`src/rtl/step_counter_5bit_pkg.sv`:
```
// Shared types and constants for the 5-bit step counter.
// Optional build macro used by the top: SATURATE_EN.
package step_counter_5bit_pkg;

    localparam int WIDTH = 5;
    localparam logic [WIDTH-1:0] CNT_MAX = 5'd31;
    localparam logic [WIDTH-1:0] CNT_ZERO = 5'd0;
    localparam logic [WIDTH-1:0] STEP_ONE = 5'd1;

    typedef enum logic [1:0] {
        IDLE = 2'd0,
        RUN  = 2'd1,
        DONE = 2'd2
    } state_e;

    // Up steps wrap on carry-out; down steps (a + ~b + 1) wrap on a missing carry.
    function automatic logic step_wrapped(input logic dir_down, input logic cout);
        return dir_down ? ~cout : cout;
    endfunction

    // Final clamp to target passes through 0/31 when target lies behind count.
    function automatic logic final_wrapped(input logic dir_down,
                                           input logic [WIDTH-1:0] cnt,
                                           input logic [WIDTH-1:0] tgt);
        return dir_down ? (tgt > cnt) : (tgt < cnt);
    endfunction

endpackage

```
`src/rtl/step_counter_5bit_if.sv`:
```
// Control/status bundle between the stimulus logic (master) and the step counter (slave).
interface step_counter_5bit_if;
    import step_counter_5bit_pkg::*;

    logic             start;
    logic             stop;
    logic             load;
    logic [WIDTH-1:0] load_val;
    logic             dir;
    logic [WIDTH-1:0] step;
    logic [WIDTH-1:0] target;
    logic [WIDTH-1:0] count;
    logic             busy;
    logic             done;
    logic             ovf;

    modport master (
        output start, stop, load, load_val, dir, step, target,
        input  count, busy, done, ovf
    );

    modport slave (
        input  start, stop, load, load_val, dir, step, target,
        output count, busy, done, ovf
    );

endinterface

```
`src/rtl/step_counter_5bit_addsub.sv`:
```
// Combinational 5-bit adder/subtractor; mode=1 computes a + ~b + 1.
module addsub_5bit
    import step_counter_5bit_pkg::*;
(
    input  logic [WIDTH-1:0] a_i,
    input  logic [WIDTH-1:0] b_i,
    input  logic             mode_i,
    output logic [WIDTH-1:0] sum_o,
    output logic             cout_o
);

    logic [WIDTH-1:0] b_eff_s;
    logic [WIDTH:0]   full_s;

    assign b_eff_s = mode_i ? ~b_i : b_i;
    assign full_s  = {1'b0, a_i} + {1'b0, b_eff_s} + {{WIDTH{1'b0}}, mode_i};
    assign sum_o   = full_s[WIDTH-1:0];
    assign cout_o  = full_s[WIDTH];

endmodule

```
`src/rtl/step_counter_5bit.sv`:
```
// Step counter: walks count toward target by a latched step, then pulses done.
// Build with SATURATE_EN to clamp a wrapping intermediate step and finish early.
module step_counter_5bit
    import step_counter_5bit_pkg::*;
(
    input  logic                 clk,
    input  logic                 rst_n,
    step_counter_5bit_if.slave   bus
);

    state_e           state_q, state_d;
    logic [WIDTH-1:0] count_q, count_d;
    logic [WIDTH-1:0] step_q, step_d;
    logic [WIDTH-1:0] target_q, target_d;
    logic             dir_q, dir_d;
    logic             ovf_q, ovf_d;
    logic             busy_q, busy_d;
    logic             done_q, done_d;

    logic [WIDTH-1:0] next_cnt_s;
    logic             next_cout_s;
    logic [WIDTH-1:0] rem_s;
    logic             rem_cout_unused_s;
    logic [WIDTH-1:0] rem_a_s;
    logic [WIDTH-1:0] rem_b_s;

    addsub_5bit u_step (
        .a_i    (count_q),
        .b_i    (step_q),
        .mode_i (dir_q),
        .sum_o  (next_cnt_s),
        .cout_o (next_cout_s)
    );

    // Distance still to travel, always measured in the direction of motion.
    assign rem_a_s = dir_q ? count_q : target_q;
    assign rem_b_s = dir_q ? target_q : count_q;

    addsub_5bit u_rem (
        .a_i    (rem_a_s),
        .b_i    (rem_b_s),
        .mode_i (1'b1),
        .sum_o  (rem_s),
        .cout_o (rem_cout_unused_s)
    );

    // Next-state, datapath and flag decisions.
    always_comb begin
        state_d  = state_q;
        count_d  = count_q;
        step_d   = step_q;
        target_d = target_q;
        dir_d    = dir_q;
        ovf_d    = ovf_q;
        case (state_q)
            IDLE: begin
                if (bus.load) begin
                    count_d = bus.load_val;
                end else if (bus.start) begin
                    dir_d    = bus.dir;
                    step_d   = (bus.step == CNT_ZERO) ? STEP_ONE : bus.step;
                    target_d = bus.target;
                    ovf_d    = 1'b0;
                    state_d  = RUN;
                end else begin
                    state_d = IDLE;
                end
            end
            RUN: begin
                if (bus.stop) begin
                    state_d = IDLE;
                end else if (rem_s <= step_q) begin
                    count_d = target_q;
                    state_d = DONE;
                    if (final_wrapped(dir_q, count_q, target_q)) begin
                        ovf_d = 1'b1;
                    end else begin
                        ovf_d = ovf_q;
                    end
                end else if (step_wrapped(dir_q, next_cout_s)) begin
                    ovf_d = 1'b1;
`ifdef SATURATE_EN
                    count_d = dir_q ? CNT_ZERO : CNT_MAX;
                    state_d = DONE;
`else
                    count_d = next_cnt_s;
`endif
                end else begin
                    count_d = next_cnt_s;
                end
            end
            DONE: begin
                state_d = IDLE;
            end
            default: begin
                state_d = IDLE;
            end
        endcase
        busy_d = (state_d == RUN);
        done_d = (state_d == DONE);
    end

    // State and datapath registers; reset aborts any run without a done pulse.
    always_ff @(posedge clk or negedge rst_n) begin
        if (!rst_n) begin
            state_q  <= IDLE;
            count_q  <= CNT_ZERO;
            step_q   <= CNT_ZERO;
            target_q <= CNT_ZERO;
            dir_q    <= 1'b0;
            ovf_q    <= 1'b0;
            busy_q   <= 1'b0;
            done_q   <= 1'b0;
        end else begin
            state_q  <= state_d;
            count_q  <= count_d;
            step_q   <= step_d;
            target_q <= target_d;
            dir_q    <= dir_d;
            ovf_q    <= ovf_d;
            busy_q   <= busy_d;
            done_q   <= done_d;
        end
    end

    assign bus.count = count_q;
    assign bus.busy  = busy_q;
    assign bus.done  = done_q;
    assign bus.ovf   = ovf_q;

endmodule

```
`src/flat_wrapper.sv`:
```
// flat-port wrapper written by rule: the top's interface ports become plain ports
module step_counter_5bit_flat import step_counter_5bit_pkg::*;
  (clk, rst_n, bus_start, bus_stop, bus_load, bus_load_val, bus_dir, bus_step, bus_target, bus_count, bus_busy, bus_done, bus_ovf);
  step_counter_5bit_if bus_i ();
  input  logic clk;
  input  logic rst_n;
  input wire logic [$bits(bus_i.start)-1:0] bus_start;
  input wire logic [$bits(bus_i.stop)-1:0] bus_stop;
  input wire logic [$bits(bus_i.load)-1:0] bus_load;
  input wire logic [$bits(bus_i.load_val)-1:0] bus_load_val;
  input wire logic [$bits(bus_i.dir)-1:0] bus_dir;
  input wire logic [$bits(bus_i.step)-1:0] bus_step;
  input wire logic [$bits(bus_i.target)-1:0] bus_target;
  output wire logic [$bits(bus_i.count)-1:0] bus_count;
  output wire logic [$bits(bus_i.busy)-1:0] bus_busy;
  output wire logic [$bits(bus_i.done)-1:0] bus_done;
  output wire logic [$bits(bus_i.ovf)-1:0] bus_ovf;
  assign bus_i.start = bus_start;
  assign bus_i.stop = bus_stop;
  assign bus_i.load = bus_load;
  assign bus_i.load_val = bus_load_val;
  assign bus_i.dir = bus_dir;
  assign bus_i.step = bus_step;
  assign bus_i.target = bus_target;
  assign bus_count = bus_i.count;
  assign bus_busy = bus_i.busy;
  assign bus_done = bus_i.done;
  assign bus_ovf = bus_i.ovf;
  step_counter_5bit u_core (.clk(clk), .rst_n(rst_n), .bus(bus_i));
endmodule
```
`config.mk`:
```
export PLATFORM = sky130hd
export DESIGN_NAME = step_counter_5bit_flat
export DESIGN_NICKNAME = d
export VERILOG_FILES = /design/src/rtl/step_counter_5bit_pkg.sv /design/src/rtl/step_counter_5bit_if.sv /design/src/rtl/step_counter_5bit_addsub.sv /design/src/rtl/step_counter_5bit.sv /design/src/flat_wrapper.sv
export SDC_FILE = /design/constraint.sdc
export NUM_CORES = 1
export LEC_CHECK = 0
export ABC_CLOCK_PERIOD_IN_PS = 11490
export BUFFER_PORTS_ARGS = -buffer_cell sky130_fd_sc_hd__buf_2
export CORE_ASPECT_RATIO = 0.6
export CORE_MARGIN = 3
export CORE_UTILIZATION = 59
export CTS_CLUSTER_DIAMETER = 40
export DETAILED_ROUTE_END_ITERATION = 8
export GPL_ROUTABILITY_DRIVEN = 0
export GPL_TIMING_DRIVEN = 0
export PLACE_DENSITY = 0.84
export SYNTH_ARGS = -nofsm -noshare
export SYNTH_HDL_FRONTEND = slang
export SYNTH_SLANG_ARGS = --single-unit
export TNS_END_PERCENT = 1
```
`constraint.sdc`:
```
create_clock -name clk -period 11.49 [get_ports clk]
set_input_delay 1.149 -clock clk [delete_from_list [all_inputs] [get_ports clk]]
set_output_delay 1.149 -clock clk [all_outputs]
set_load 0.005 [all_outputs]
```
### After elaboration in Yosys (flattened, before gate mapping)

Cells that the tools add are included.

| cells by class | value |
|---|---|
| add/subtract/negate cells | 4 |
| magnitude comparators | 3 |
| eq/ne operators | 9 |
| muxes and demuxes | 22 |
| bitwise gates (word level) | 4 |
| reduce and logical (&&, ||, !) cells | 6 |

Operators with widths:

| cell | count |
|---|---|
| 5-bit two-way mux | 7 |
| 5-bit inverter | 2 |
| 5-bit one-hot mux with 2 select lines | 1 |
| 1-bit two-way mux | 9 |
| 2-bit != test (second input constant) | 4 |
| 5-bit by 5-bit adder with 6-bit output | 1 |
| 6-bit by 1-bit adder with 6-bit output | 1 |
| 2-bit two-way mux | 3 |
| 3-bit AND reduction | 2 |
| 6-bit AND reduction | 1 |
| 5-bit by 1-bit adder with 5-bit output (second input constant) | 1 |
| 5-bit adder | 1 |
| 5-bit greater-than comparator | 1 |
| 5-bit less-or-equal comparator | 1 |
| 5-bit logical NOT | 1 |
| 5-bit less-than comparator | 1 |
| 2-bit by 1-bit equality test with 1-bit output (second input constant) | 2 |
| 2-bit one-hot mux with 2 select lines | 1 |
| 3-bit by 1-bit != test with 1-bit output (second input constant) | 1 |
| 3-bit != test (second input constant) | 1 |
| 2-bit equality test (second input constant) | 1 |
| 2-bit logical NOT | 1 |
| 1-bit inverter | 2 |
| 1-bit one-hot mux with 2 select lines | 1 |
| 2-bit nonzero test | 1 |

| storage, ports and cells | value |
|---|---|
| register bits | 21 |
| input port bits | 21 |
| output and inout bits | 8 |
| logic and storage cells | 56 |

### Depth between registers and ports, before layout

| depth | value |
|---|---|
| depth after elaboration | 10 |
| mapped depth | 15 |
| depth with buffers taken out | 14 |

### Modules after synthesis

A second synthesis with hierarchy kept.

| second synthesis, totals | value |
|---|---|
| cell total of the unflattened synthesis | 194 |
| area, all modules | 1815.5 um2 |

Modules (own cells, without submodules):

| module | instances | cells an instance | area an instance (um2) | seq. area each (um2) |
|---|---|---|---|---|
| step_counter_5bit | 1 | 135 | 1320.0 | 525.5 |
| addsub_5bit (u_core.u_rem) | 1 | 30 | 255.2 | 0.0 |
| addsub_5bit (u_core.u_step) | 1 | 29 | 240.2 | 0.0 |

### Worst setup path after synthesis

Ideal clock, no wire load.

| path | value |
|---|---|
| path type | flip-flop to flip-flop |
| start | register u_core.dir_q |
| end | register u_core.count_q[1] (netlist: u_core.bus.count[1]) |
| setup time | 0.126 ns |
| arrival | 3.633 ns |
| required time | 11.364 ns |
| path slack | 7.731 ns |
| stages on the path, launching flop included | 14 |
| path buffers | 2 |
| period minus slack after synthesis | 3.759 ns |
| path through | dfrtp_1 buf_2 buf_1 mux2_2 ha_1 a21o_1 a221oi_1 xnor2_1 ha_1 nand4_1 nor2_2 o32ai_4 mux2_4 a221o_1 |

| on the way | value |
|---|---|
| longest elaborated chain between the ends | 8 |
| elaborated cells on any way between the ends | 12 |
| those cells by class | add/sub (4); order compare (1); mux (6); bitwise (1) |

RTL lines:

| element | line | source |
|---|---|---|
| from (decl) | step_counter_5bit.sv:15 | `logic dir_q, dir_d;` |
| from (signal assigned) | step_counter_5bit.sv:119 | `dir_q <= dir_d;` |
| 5-bit two-way mux | step_counter_5bit.sv:37 | `assign rem_b_s = dir_q ? target_q : count_q;` |
| 5-bit inverter | step_counter_5bit_addsub.sv:15 | `assign b_eff_s = mode_i ? ~b_i : b_i;` |
| 5-bit adder | step_counter_5bit_addsub.sv:16 | `assign full_s = {1'b0, a_i} + {1'b0, b_eff_s} + {{WIDTH{1'b0}}, mode_i};` |
| 5-bit by 1-bit adder with 5-bit output | step_counter_5bit_addsub.sv:16 |  |
| 5-bit less-or-equal comparator | step_counter_5bit.sv:72 | `end else if (rem_s <= step_q) begin` |
| 5-bit two-way mux (*) | step_counter_5bit.sv:72 |  |
| 5-bit two-way mux (*) | step_counter_5bit.sv:70 | `if (bus.stop) begin` |
| 5-bit one-hot mux with 2 select lines (*) | step_counter_5bit.sv:55 | `case (state_q)` |
| to (signal assigned) | step_counter_5bit.sv:116 | `count_q <= count_d;` |
| to (decl) | step_counter_5bit.sv:12 | `logic [WIDTH-1:0] count_q, count_d;` |

Every way passes the cells marked *; elsewhere a longest branch is shown, timed or not. The select of a mux whose other input is x is not followed.
A chain may end at the register's enable or synchronous reset.

### Worst setup path after layout

Same ends and word-level chain as after synthesis.

==> impl_metrics.tcl <==
set metrics [dict create \
    area_delta_synth_final_pct 14.26 \
    rsz0062_at_grt "false" \
    synth_ff_type "dfrtp_1" \
    final_nets 232 \
    top_level_ports 29 \
    numCtsBuffers 3 \
    critPathKind "flop to flop" \
    arrival_ps 4410 \
    clockRootBuffer "clkbuf_8" \
    r2r_slack_ps 7230 \
    ys.warnings.count 0 \
    hold_viol 0 \
    fin_crit_ps 4258 \
    numPortBuffers 28 \
    grt_antenna_before_repair 0 \
    cts_tree "done" \
    post-place-ws_ps 7277 \
    grt_usage 0.2403 \
    max_freq_mhz 234.8 \
    cap_violations 0 \
    drtAntennaViolNets 0 \
    ys_seq_area_frac 0.3347 \
    syn_nets 199 \
    worstSkewPairLatency_ps 260 \
    tightest_slew_ps 666.0 \
    grt_max_degree 22 \
    maxSlewViolCount 0 \
    synthArstFlopShare 1.000 \
    cp.required_ps 11640 \
    wirelength_mm 3.686 \
    timing.rr.end "u_core.bus.count[1]" \
    syn_area_um2 1570 \
    outcome "finished clean" \
    reg2reg_depth 13 \
    holdCritPathClass "flop to flop" \
    worstSetupEndpointType "flop" \
    synthTopCellsByArea "dfrtp_1 (33%), ha_1 (13%), mux2_2 (5.0%), xor2_1 (5.0%), mux2i_1 (3.8%)" \
    crit_fanout 10 \
    drt-wirelength-per-cell_um 16.53 \
    first_pass_iters 4 \
    dieArea_um2 3337 \
    n_antenna_cell 0 \
    clk_pin_slew_worst_paths_ps 80 \
    ys_ff_latch 21 \
    viasPerCell 5.897 \
    cts_setup_buffers 0 \
    synthCells 161 \
    htreeDepth 1 \
    synth_top_area_cell "dfrtp_1" \
    fp-row-count 13 \
    drt_iter0_markers 106 \
    min_from "u_core.bus.ovf" \
    overflow 0 \
    slew_headroom 0.5541 \
    setup_violations 0 \
    worst_setup_path_start_kind "flop" \
    place_hpwl_mm 2.881 \
    cts-resized-gates 0 \
    die_h_um 45.96 \
    synth_top_area_share 0.3347 \
    whs_endpoint "u_core.bus.ovf" \
    placed_area_um2 1748 \
    die_w_um 72.60 \
    fin_skew_ps 1.894 \
    synth.most_common_cell "dfrtp_1" \
    synth_area_per_cell_um2 9.753 \
    cts_hold_buf 0 \
    num_vias 1315 \
    finalWorstSetupSlack_ps 7232 \
    rr_startpoint "u_core.dir_q" \
    clockBufferDepth 2 \
    synth_edf_count 0 \
    initial_core_util 0.6704 \
    finalSetupTns_ps 0 \
    grt_pass1_wl_mm 5.885 \
    synth_commonest_cells "dfrtp_1 (21), ha_1 (16), inv_1 (15), nand2_1 (15), a21oi_1 (10)" \
    drc_errors 0 \
    coreArea_um2 2342 \
    utilization 0.7660 \
    grt_pass1_vias 1279 \
    drive_gt1_frac 0.2435 \
    cts.sinks 21 \
    period_share 0.3706 \
    design_area_um2 1794 \
    min_path_cells 2 \
    synth_cell_type_count 39 \
]
-- critical path, cell delays in order, from the launching register on --
cell,delay [ps]
dfrtp_1,320
buf_2,200
buf_1,510
mux2_2,400
ha_1,320
a21o_1,190
a221oi_1,330
xnor2_1,170
ha_1,270
nand4_1,180
nor2_2,70
o32ai_4,480
mux2_4,360
a221o_1,340
-- through the flow --
stage / hold WS [ps] / instances
floorplan: 484.2 / 161
global placement: 478.0 / 219
detailed placement: 491.3 / 219
CTS: 511.9 / 223
global route: 552.5 / 223
finish: 503.6 / 223
-- routing by layer --
layer	wire length (um)	track usage	vias to the layer above	part of all wire
met5	0	0	-	0
li1	-	-	639	-
met1	1634	0.3211	621	0.44
met3	348	0.06167	6	0.094
met4	40	0.05147	0	0.011
met2	1663	0.3978	49	0.45
-- final cells by class --
| cell class | count | area [um^2] |
|---|---|---|
| Clock buffer | 3 | 41.29 |
| Fill cell | 157 | 548.0 |
| Tap cell | 30 | 37.54 |
| Clock inverter | 1 | 5.005 |
| Sequential cell | 21 | 525.5 |
| Multi-Input combinational cell | 120 | 967.2 |
| Timing Repair Buffer | 28 | 140.1 |
| Inverter | 15 | 56.30 |
| Buffer | 5 | 21.27 |
-- how the worst max path moves through the flow --
stage / end / depth (start not counted) / from
after floorplan: u_core.bus.count[1] / 13 / u_core.dir_q
after global placement: u_core.bus.count[1] / 13 / u_core.dir_q
after detailed placement: u_core.bus.count[1] / 13 / u_core.dir_q
after CTS: u_core.bus.count[1] / 13 / u_core.dir_q
after global routing: u_core.bus.count[1] / 13 / u_core.dir_q
final: u_core.bus.count[1] / 13 / u_core.dir_q
-- state kept, by name, indices dropped and copies added, names as in the netlist --
name,count
u_core.dir_q,1
u_core.bus.count,5
u_core.bus.ovf,1
u_core.bus.busy,1
u_core.bus.done,1
u_core.step_q,5
u_core.target_q,5
u_core.state_q,2
-- cell families (layout without fill, tap and decap cells) --
group,after synthesis,count (layout),synth area share
xor gates and xnor gates,12,12,0.06694
muxes,14,14,0.09801
AOI/OAI and AO/OA,42,42,0.1936
and+or+nand+nor,35,35,0.1171
DFF,21,21,0.3347
adders and majority gates,17,17,0.1402
buffers and inverters,20,52,0.04940
-- placed cells by master, fill, tap and decap left out, drive strengths merged, types with 2 or more instances in the layout --
cell type | synthesis | routed
buf | 3 | 31
dfrtp | 21 | 21
ha | 16 | 16
nand2 | 15 | 15
inv | 15 | 15
a21oi | 11 | 11
xor2 | 9 | 9
mux2 | 8 | 8
o21ai | 7 | 7
nor2 | 7 | 7
mux2i | 6 | 6
a21o | 5 | 5
clkbuf | 2 | 5
nand2b | 4 | 4
o22ai | 4 | 4
xnor2 | 3 | 3
nand4 | 2 | 2
and2 | 2 | 2
o221ai | 2 | 2
o21a | 2 | 2
o32a | 2 | 2
o22a | 2 | 2
Power is left out: the tool's default activity adds up to more than one toggle a clock period on the data nets, which glitch-free logic cannot reach.
